**src/rtl/imm_encoder.sv**
```systemverilog
`default_nettype none
// ============================================================================
//  Module      : imm_encoder
//  Description : Inserts a signed immediate into a template RISC-V instruction
//                (I/S/B/J formats) and emits it with a sequential word address
//                over a one-deep valid/ready output register.
//                Optional macro IMM_RANGE_CHECK_EN drops out-of-range
//                immediates, raises a sticky err and parks in the ERR state.
//  Revision    : 1.0  initial release
// ============================================================================
module imm_encoder (
    input  logic        clk,
    input  logic        reset,
    input  logic        load,
    input  logic [31:0] load_addr,
    input  logic        in_valid,
    output logic        in_ready,
    input  logic [1:0]  in_immsrc,
    input  logic [31:0] in_imm,
    input  logic [31:0] in_instr,
    output logic        out_valid,
    input  logic        out_ready,
    output logic [31:0] out_addr,
    output logic [31:0] out_instr,
    output logic        err,
    output logic [15:0] count
);

    localparam logic [1:0] c_fmt_i = 2'b00;
    localparam logic [1:0] c_fmt_s = 2'b01;
    localparam logic [1:0] c_fmt_b = 2'b10;
    localparam logic [1:0] c_fmt_j = 2'b11;

    typedef enum logic [1:0] {
        ST_IDLE = 2'd0,
        ST_RUN  = 2'd1,
        ST_ERR  = 2'd2
    } state_t;

    state_t      r_state;
    state_t      w_state_nxt;

    logic        r_out_valid;
    logic [31:0] r_out_instr;
    logic [31:0] r_out_addr;
    logic [31:0] r_wr_addr;
    logic [15:0] r_count;
    logic        r_err;

    logic        w_in_ready;
    logic        w_accept;
    logic        w_imm_bad;
    logic        w_take;
    logic        w_drop;
    logic [31:0] w_encoded;

    // Only RUN accepts; a load cycle never accepts, and the output register
    // must be empty or draining this cycle.
    assign w_in_ready = !reset && (r_state == ST_RUN) && !load &&
                        (!r_out_valid || out_ready);
    assign w_accept   = in_valid && w_in_ready;
    assign w_take     = w_accept && !w_imm_bad;
    assign w_drop     = w_accept && w_imm_bad;

`ifdef IMM_RANGE_CHECK_EN
    logic w_fits12;
    logic w_fits13;
    logic w_fits21;
    logic w_unused_addr;

    // Sign-extension tests: upper bits must all equal the field's sign bit.
    assign w_fits12 = (in_imm[31:11] == {21{in_imm[11]}});
    assign w_fits13 = (in_imm[31:12] == {20{in_imm[12]}});
    assign w_fits21 = (in_imm[31:20] == {12{in_imm[20]}});

    // Flag immediates that cannot be represented exactly in the chosen format.
    always_comb begin
        w_imm_bad = 1'b0;
        case (in_immsrc)
            c_fmt_i: w_imm_bad = !w_fits12;
            c_fmt_s: w_imm_bad = !w_fits12;
            c_fmt_b: w_imm_bad = !w_fits13 || in_imm[0];
            c_fmt_j: w_imm_bad = !w_fits21 || in_imm[0];
            default: w_imm_bad = 1'b0;
        endcase
    end

    // Low address bits are forced to zero, so they are intentionally ignored.
    assign w_unused_addr = &{1'b0, load_addr[1:0]};
`else
    logic w_unused_bits;

    // No range check: excess immediate bits are silently discarded.
    assign w_imm_bad     = 1'b0;
    assign w_unused_bits = &{1'b0, load_addr[1:0], in_imm[31:21]};
`endif

    // Scatter the immediate into the format's fields; everything else is
    // copied from the template instruction.
    always_comb begin
        w_encoded = in_instr;
        case (in_immsrc)
            c_fmt_i: w_encoded = {in_imm[11:0], in_instr[19:0]};
            c_fmt_s: w_encoded = {in_imm[11:5], in_instr[24:12],
                                  in_imm[4:0], in_instr[6:0]};
            c_fmt_b: w_encoded = {in_imm[12], in_imm[10:5], in_instr[24:12],
                                  in_imm[4:1], in_imm[11], in_instr[6:0]};
            c_fmt_j: w_encoded = {in_imm[20], in_imm[10:1], in_imm[11],
                                  in_imm[19:12], in_instr[11:0]};
            default: w_encoded = in_instr;
        endcase
    end

    // Next-state logic: load always (re)enters RUN; a dropped request parks in ERR.
    always_comb begin
        w_state_nxt = r_state;
        case (r_state)
            ST_IDLE: begin
                if (load) w_state_nxt = ST_RUN;
            end
            ST_RUN: begin
                if (load)        w_state_nxt = ST_RUN;
                else if (w_drop) w_state_nxt = ST_ERR;
            end
            ST_ERR: begin
                if (load) w_state_nxt = ST_RUN;
            end
            default: w_state_nxt = ST_IDLE;
        endcase
    end

    // State register.
    always_ff @(posedge clk) begin
        if (reset) r_state <= ST_IDLE;
        else       r_state <= w_state_nxt;
    end

    // Output register: capture on accept (even while draining), clear on drain,
    // otherwise hold the pending word untouched.
    always_ff @(posedge clk) begin
        if (reset) begin
            r_out_valid <= 1'b0;
            r_out_instr <= 32'd0;
            r_out_addr  <= 32'd0;
        end else if (w_take) begin
            r_out_valid <= 1'b1;
            r_out_instr <= w_encoded;
            r_out_addr  <= r_wr_addr;
        end else if (r_out_valid && out_ready) begin
            r_out_valid <= 1'b0;
        end
    end

    // Write-address and accepted-word counters; both wrap naturally.
    always_ff @(posedge clk) begin
        if (reset) begin
            r_wr_addr <= 32'd0;
            r_count   <= 16'd0;
        end else begin
            if (load)        r_wr_addr <= {load_addr[31:2], 2'b00};
            else if (w_take) r_wr_addr <= r_wr_addr + 32'd4;
            if (w_take)      r_count   <= r_count + 16'd1;
        end
    end

    // Sticky range error, cleared by reset or load.
    always_ff @(posedge clk) begin
        if (reset)       r_err <= 1'b0;
        else if (load)   r_err <= 1'b0;
        else if (w_drop) r_err <= 1'b1;
    end

    assign in_ready  = w_in_ready;
    assign out_valid = r_out_valid;
    assign out_instr = r_out_instr;
    assign out_addr  = r_out_addr;
    assign err       = r_err;
    assign count     = r_count;

endmodule
`default_nettype wire

```
**config.mk**
```make
export PLATFORM = sky130hd
export DESIGN_NAME = imm_encoder
export DESIGN_NICKNAME = d
export VERILOG_FILES = /design/src/rtl/imm_encoder.sv
export SDC_FILE = /design/constraint.sdc
export NUM_CORES = 1
export LEC_CHECK = 0
export CAP_MARGIN = 20
export CELL_PAD_IN_SITES_DETAIL_PLACEMENT = 1
export CELL_PAD_IN_SITES_GLOBAL_PLACEMENT = 1
export CORE_UTILIZATION = 31
export CTS_CLUSTER_SIZE = 24
export DETAILED_ROUTE_END_ITERATION = 8
export MAX_ROUTING_LAYER = met4
export PLACE_DENSITY_LB_ADDON = 0.1
export SLEW_MARGIN = 0
export SYNTH_ARGS = -nofsm -noshare
export SYNTH_HDL_FRONTEND = slang
export SYNTH_SLANG_ARGS = --single-unit
```
**constraint.sdc**
```tcl
create_clock -name clk -period 2 [get_ports clk]
set_input_delay 0.4 -clock clk [delete_from_list [all_inputs] [get_ports clk]]
set_output_delay 0.4 -clock clk [all_outputs]
set_load 0.02 [all_outputs]
```
### After elaboration in Yosys (flattened, before gate mapping)

Cells that the tools add are included.
Widths: inputs -> output; s select.

* equality and inequality tests: 3
* bitwise logic cells: 1
* multiplexer cells: 5
* reduce and logical (&&, ||, !) cells: 16
* $add $sub $neg: 2

Operators with widths (number)
* $pmux 32 s4: 1
* $mux 32: 2
* $add 32x3->32 const B: 1
* $add 16x1->16 const B: 1
* $reduce_or 2->1: 3
* $logic_and 1x1->1: 5
* $eq 2x2->1 const B: 2
* $logic_not 2->1: 2
* $reduce_bool 2->1: 2
* $logic_not 1->1: 3
* $eq 2x1->1 const B: 1
* $mux 1: 2
* $logic_or 1x1->1: 1
* $not 1->1: 1

* output and inout port bits: 83
* register bits after elaboration: 114
* word-level logic and storage cells: 34

### Longest topological paths before layout

Gate-level depths: netlist (run 1).

* depth after elaboration: 7
* mapped depth: 8
* gate-level depth less buffers: 6

### Worst setup path before layout (run 1)

OpenSTA, ideal clock, no wires.

* path kind: input port to output port
* start: input load
* end: output in_ready
* buffers on the path: 3
* required time: 1600 ps
* cell stages on the path: 4
* path slack: 153 ps
* data arrival time: 1447 ps
* path through: buf_2 -> clkbuf_1 -> buf_1 -> nor3_1

* cells in the longest elaborated chain, start to end: 3

RTL lines
* start: declaration: RTL line 14 `input logic load,`
* $logic_not 1->1: RTL line 59 `assign w_in_ready = !reset && (r_state == ST_RUN) && !load &&`
* $logic_and 1x1->1 (2 in a row): RTL line 59
* end: declaration: RTL line 17 `output logic in_ready,`

No other way between the ends.

### Final worst setup path (run 1)

* start: register r_count[10] (netlist: count[10])
* end: output count[10]

RTL lines
* start: declaration: RTL line 47 `logic [15:0] r_count;`
* start signal: assignment: RTL line 162 `if (w_take) r_count <= r_count + 16'd1;`
* end: declaration: RTL line 26 `output logic [15:0] count`

No word-level cell between the ends.

==> impl_metrics.tcl, run 1 <==
set metrics [dict create \
    instances_no_fill 1005 \
    placed_cells 987 \
    drcViolationCount 0 \
    antenna_found_initial 0 \
    wl_mm 15.5 \
    grt_pass1_vias 5206 \
    p_total_w 0.00470 \
    first_iter_violations 187 \
    place_congestion 0.792 \
    track_usage 0.199 \
    grt_pass1_wl_mm 25.2 \
    critPathBufInv 1 \
    fin_tns_setup_ps 0 \
    p_comb_frac 0.116 \
    min_period_ps 1860 \
    cp.required_ps 1600 \
    cts_tree "done" \
    fin_skew_ps 6.69 \
    hold_buffers 0 \
    crit_chain "clkdlybuf4s50_1" \
    drive_above_1_share 0.102 \
    synth_top_cell_area_share 0.447 \
    maxCapViolCount 0 \
    grt-ovfl-total 0 \
    synth_area_leaders "dfxtp_1 45%, nand2_1 9.7%, a21oi_1 7.0%" \
    area_delta_synth_final_pct 49.8 \
    fmax_ghz 0.537 \
    synth_area_leader_cell "dfxtp_1" \
    wl_per_cell_um 15.5 \
    outcome "finished, final reports clean" \
    async_reset_ff_frac 0 \
    crit_fanout 7 \
    cp-start-kind "flop" \
    regArea_sq_mm 0.00220 \
    htree_levels 3 \
    num-fill-cells 1793 \
    hpwl_mm 11.2 \
    clk_pin_slew_worst_paths_ps 70 \
    p_int_w 0.00359 \
    grt_setup_unrepaired "false" \
    critical_path_class "reg -> out" \
    clkPwrFrac 0.395 \
    p_leak_nw 2.56 \
    power_density_mw_per_mm2 637 \
    fp.dieW_um 128 \
    ys.flop_type "dfxtp_1" \
    core_area_sq_mm 0.0154 \
    numCtsBuffers 9 \
    final_cell_mix "159 x clkdlybuf4s50_1, 127 x nand2_1, 110 x dfxtp_1" \
    syn_area_sq_mm 0.00493 \
    ys_types 49 \
    rows 45 \
    nets 894 \
    ys_ff_latch 110 \
    max-vdd-ir-drop_v 0.000402 \
    final_common_cell "clkdlybuf4s50_1" \
    hold_viol 0 \
    p_sw_w 0.00111 \
    die_h_um 128 \
    dr.pass1.iters 4 \
    worstPathArrival_ps 1460 \
    fin_util 0.480 \
    portBuffers 162 \
    worstHoldPathType "in -> reg" \
    ys_seq_area_frac 0.447 \
    pre_cts_slack_ps -365 \
    grt_max_degree 109 \
    n_antenna_cell 0 \
    setup_ws_ps 138 \
    setup_viol 0 \
    cts_sinks 110 \
    synth-edff-count 0 \
    vias 5064 \
    postSynthCellCount 612 \
    sequentialPowerShare 0.489 \
    drtAntennaViolNets 0 \
    initial_utilization 0.321 \
    io_pins 186 \
    fin_crit_sh 0.931 \
    multi_input_area_sq_mm 0.00252 \
    slowest_delay_ps 660 \
    die-area_sq_mm 0.0164 \
    slowest_stage "clkdlybuf4s50_1" \
    cts_root_buf "clkbuf_16" \
    postSynthAreaPerCell_sq_um 8.05 \
    ys_warn_count 0 \
    maxSlewViolCount 0 \
    routed_via_density 5.04 \
    endpoint_kind "output pin" \
    swShare 0.237 \
    cp_top_family "buffers and inverters" \
    max-clock-path-buffers 2 \
    insertion_delay_ps 350 \
]
## worst paths after layout
check	start	end	slack (ps)	depth (start not counted)
max	count[10]	count[10]	140	1
min	reset	r_state[0]	230	2
max reg2reg	r_wr_addr[11]	r_wr_addr[29]	170	6
min reg2reg	out_addr[14]	out_addr[14]	450	2
## metal layers
| metal | track usage | routed length [um] | share of wire | vias to the layer above |
|---|---|---|---|---|
| met5 | - | 0 | 0 | - |
| met1 | 0.226 | 6550 | 0.42 | 2426 |
| met2 | 0.340 | 7950 | 0.51 | 110 |
| li1 | - | - | - | 2520 |
| met3 | 0.0618 | 915 | 0.059 | 8 |
| met4 | 0.0484 | 125 | 0.0080 | 0 |
## power by group through the flow
stage | sequential (W) | clock (W) | combinational, W
floorplan | 0.00236 | 0 | 0.000218
global placement | 0.00235 | 0 | 0.000532
detailed placement | 0.00235 | 0 | 0.000543
CTS | 0.00230 | 0.00194 | 0.000545
global route | 0.00231 | 0.00201 | 0.000594
finish | 0.00230 | 0.00186 | 0.000545
## what timing repair did
item                                   CTS  global route
endpoints found under the hold margin    0             0
resized for setup                        2             7
pin swaps                                0             2
buffers inserted                         0             1
setup endpoints to repair                1            16
## synth_stat cells (2+ instances only)
master and instances:
a211oi_1 8, a21oi_1 69, a22oi_1 4, a2bb2oi_1 2, a311oi_1 8, a31oi_1 17
and2_1 7, and3_1 6, and4_1 5, buf_1 2, buf_2 13, buf_4 4
clkbuf_1 28, dfxtp_1 110, ha_1 2, inv_1 5, mux2_2 4, mux2i_1 10
nand2_1 128, nand2b_1 6, nand3_1 24, nand3_2 3, nand4_1 19, nand4b_1 2
nor2_1 38, nor3_1 6, nor4_1 4, o211ai_1 11, o21ai_0 15, o22ai_1 7
or3_1 11, or4_1 2, xnor2_1 7, xor2_1 10
## sequential cells by signal, indices dropped and copies added, names as in the netlist
signal     count
out_instr     32
out_valid      1
r_state        1
r_wr_addr     30
out_addr      30
count         16
## kinds of logic after synthesis
family / count (synthesis) / share of synthesized area
fa+ha+maj: 2 / 0.00508
compound gates: 145 / 0.176
xor+xnor: 17 / 0.0302
other cells: 1 / 0.000761
buf+inv: 52 / 0.0460
flops: 110 / 0.447
mux: 14 / 0.0294
simple gates: 271 / 0.266
## layout make-up
cell class / count / share of cell area
clock buffer: 13 / 0.0353
tap: 211 / 0.0358
timing repair buffer: 211 / 0.281
multi-input combinational: 452 / 0.341
inverter: 5 / 0.00254
clock inverter: 3 / 0.00576
sequential: 110 / 0.298
## per-stage QoR
| step | hold slack (ps) | cell area (sq um) |
|---|---|---|
| finish | 232 | 7380 |
| global route | 225 | 7380 |
| CTS | 213 | 7330 |
| detailed placement | 447 | 7030 |
| global placement | 442 | 7030 |
| floorplan | 450 | 4940 |
(Power assumes the default switching activity.)
==> inputs of run 2 (changes only) <==
CORE_UTILIZATION = 34   (was 31)
clock period = 2.3 ns   (was 2 ns; I/O delays follow)
==> run 2 against run 1 <==
  * Final area fell by 3.6%
  * Sequential cell count did not move
  * Die area fell by 8.7%
  * Sequential share of layout area rose by 1.1 points
  * Combinational power fell by 17%
  * Critical path depth rose by 4
==> impl_metrics.tcl, run 2 (synthesis results as in run 1) <==
set metrics [dict create \
    outcome "finished, final reports clean" \
    hold_buffers 0 \
    final_cell_mix "160 x clkdlybuf4s50_1, 127 x nand2_1, 110 x dfxtp_1" \
    cts_tree "done" \
    min_period_ps 2070 \
    regArea_sq_mm 0.00220 \
    r2r.worst_path.cells 5 \
    largest_reg_flops 32 \
    insertion_delay_ps 350 \
    slowest_delay_ps 450 \
    maxSlewViolCount 0 \
    fmax_ghz 0.484 \
    hold_path_end "out_addr[17]" \
    grt_max_degree 83 \
    placed_cells 939 \
    grt_setup_unrepaired "false" \
    cp-start-kind "primary input" \
    grt-ovfl-total 0 \
    maxCapViolCount 0 \
    crit_fanout 2 \
    cts_root_buf "clkbuf_16" \
    fp.dieW_um 122 \
    antenna_found_initial 0 \
    drtAntennaViolNets 0 \
    hpwl_mm 11.2 \
    htree_levels 3 \
    stdcell_area_sq_mm 0.00712 \
    critical_path_class "in -> out" \
    max-vdd-ir-drop_v 0.000328 \
    instances_no_fill 954 \
    core_area_sq_mm 0.0140 \
    grtUsageMet2 0.363 \
    area_delta_synth_final_pct 44.4 \
    clk_pin_slew_worst_paths_ps 70 \
    p_leak_nw 2.43 \
    grt_pass1_wl_mm 24.6 \
    io_pins 186 \
    crit_chain "clkdlybuf4s50_1 -> nand2b_1 -> nand2_1 -> nor3_1 -> dlygate4sd2_1" \
    worst_slew_pin_slew_ps 896 \
    grt_use_met3 0.0697 \
    drcViolationCount 0 \
    die-area_sq_mm 0.0150 \
    dr.pass1.iters 4 \
    hold_start "out_addr[17]" \
    portBuffers 162 \
    min_path_cells 2 \
    rr_startpoint "r_wr_addr[11]" \
    worstPathArrival_ps 1610 \
    numCtsBuffers 9 \
    postCtsSetupRepairBufs 0 \
    first_iter_violations 201 \
    endpoint_kind "output pin" \
    initial_utilization 0.352 \
    routed_via_density 5.24 \
    track_usage 0.215 \
    max-clock-path-buffers 2 \
    wl_mm 15.4 \
    p_total_w 0.00391 \
    wl_per_cell_um 16.2 \
    worstHoldPathType "reg -> reg" \
    n_antenna_cell 0 \
    reg2reg_to "r_wr_addr[21]" \
    num-fill-cells 1690 \
    grt_busiest_layer "met2" \
    die_h_um 122 \
    nets 875 \
    slowest_stage "clkdlybuf4s50_1" \
    fin_skew_ps 5.67 \
    grt_pass1_vias 5075 \
    rows 43 \
    slew_headroom 0.403 \
    cp.required_ps 1840 \
    multi_input_area_sq_mm 0.00251 \
    place_congestion 0.836 \
    final_common_cell "clkdlybuf4s50_1" \
    fin_crit_sh 0.898 \
    hold_viol 0 \
    drive_above_1_share 0.0762 \
    vias 4997 \
    power_density_mw_per_mm2 549 \
    post_dp_cell_area_sq_mm 0.00685 \
    rrSetupSlack_ps 260 \
    setup_viol 0 \
    fin_util 0.509 \
    use_met1 0.243 \
    cts_sinks 110 \
]
[run 2: power by group]
part,switching (W),internal [W]
combinational,0.000206,0.000245
clock,0.000697,0.000756
sequential,0.0000537,0.00195
total,0.000956,0.00295
[run 2: what timing repair did]
item / in CTS / in global routing
gates resized for setup: 1 / 0
setup endpoints to repair: 1 / 0
endpoints found under the hold margin: 0 / 0
[run 2: cell type report]
cell class	instances	area share
clock inverters	4	0.00334
flip-flops and latches	110	0.309
multi-input cells	452	0.353
repair buffers	192	0.266
well taps	180	0.0316
clock buffers	11	0.0341
inverters	5	0.00264
[run 2: layer usage]
| metal | vias to the layer above | wire [um] | part of all wire |
|---|---|---|---|
| li1 | 2478 | - | - |
| met1 | 2396 | 6700 | 0.43 |
| met2 | 111 | 7650 | 0.50 |
| met3 | 12 | 928 | 0.060 |
| met4 | 0 | 171 | 0.011 |
| met5 | - | 0 | 0 |
[run 2: worst max path at each step]
stage             startpoint             to  slack (ps)  depth (start not counted)
3_5_place_dp            load  r_wr_addr[12]         -70                          7
5_1_grt        r_wr_addr[11]  r_wr_addr[23]         120                          5
3_3_place_gp       out_ready       in_ready         -80                          5
6_report           out_ready       in_ready         230                          5
4_1_cts            out_ready       in_ready         210                          5
2_1_floorplan           load       in_ready         330                          4
[run 2: through the flow]
stage | setup slack (ps) | hold slack (ps) | setup TNS [ps]
2_1_floorplan | 333 | 450 | 0
3_3_place_gp | -82.0 | 443 | -126
3_5_place_dp | -72.3 | 449 | -383
4_1_cts | 212 | 459 | 0
5_1_grt | 116 | 475 | 0
6_report | 234 | 457 | 0
[run 2: worst max-delay path: cells and delay by family]
family | cells | cell delay, ps
buffers and inverters | 2 | 840
AND/OR/NAND/NOR | 3 | 310
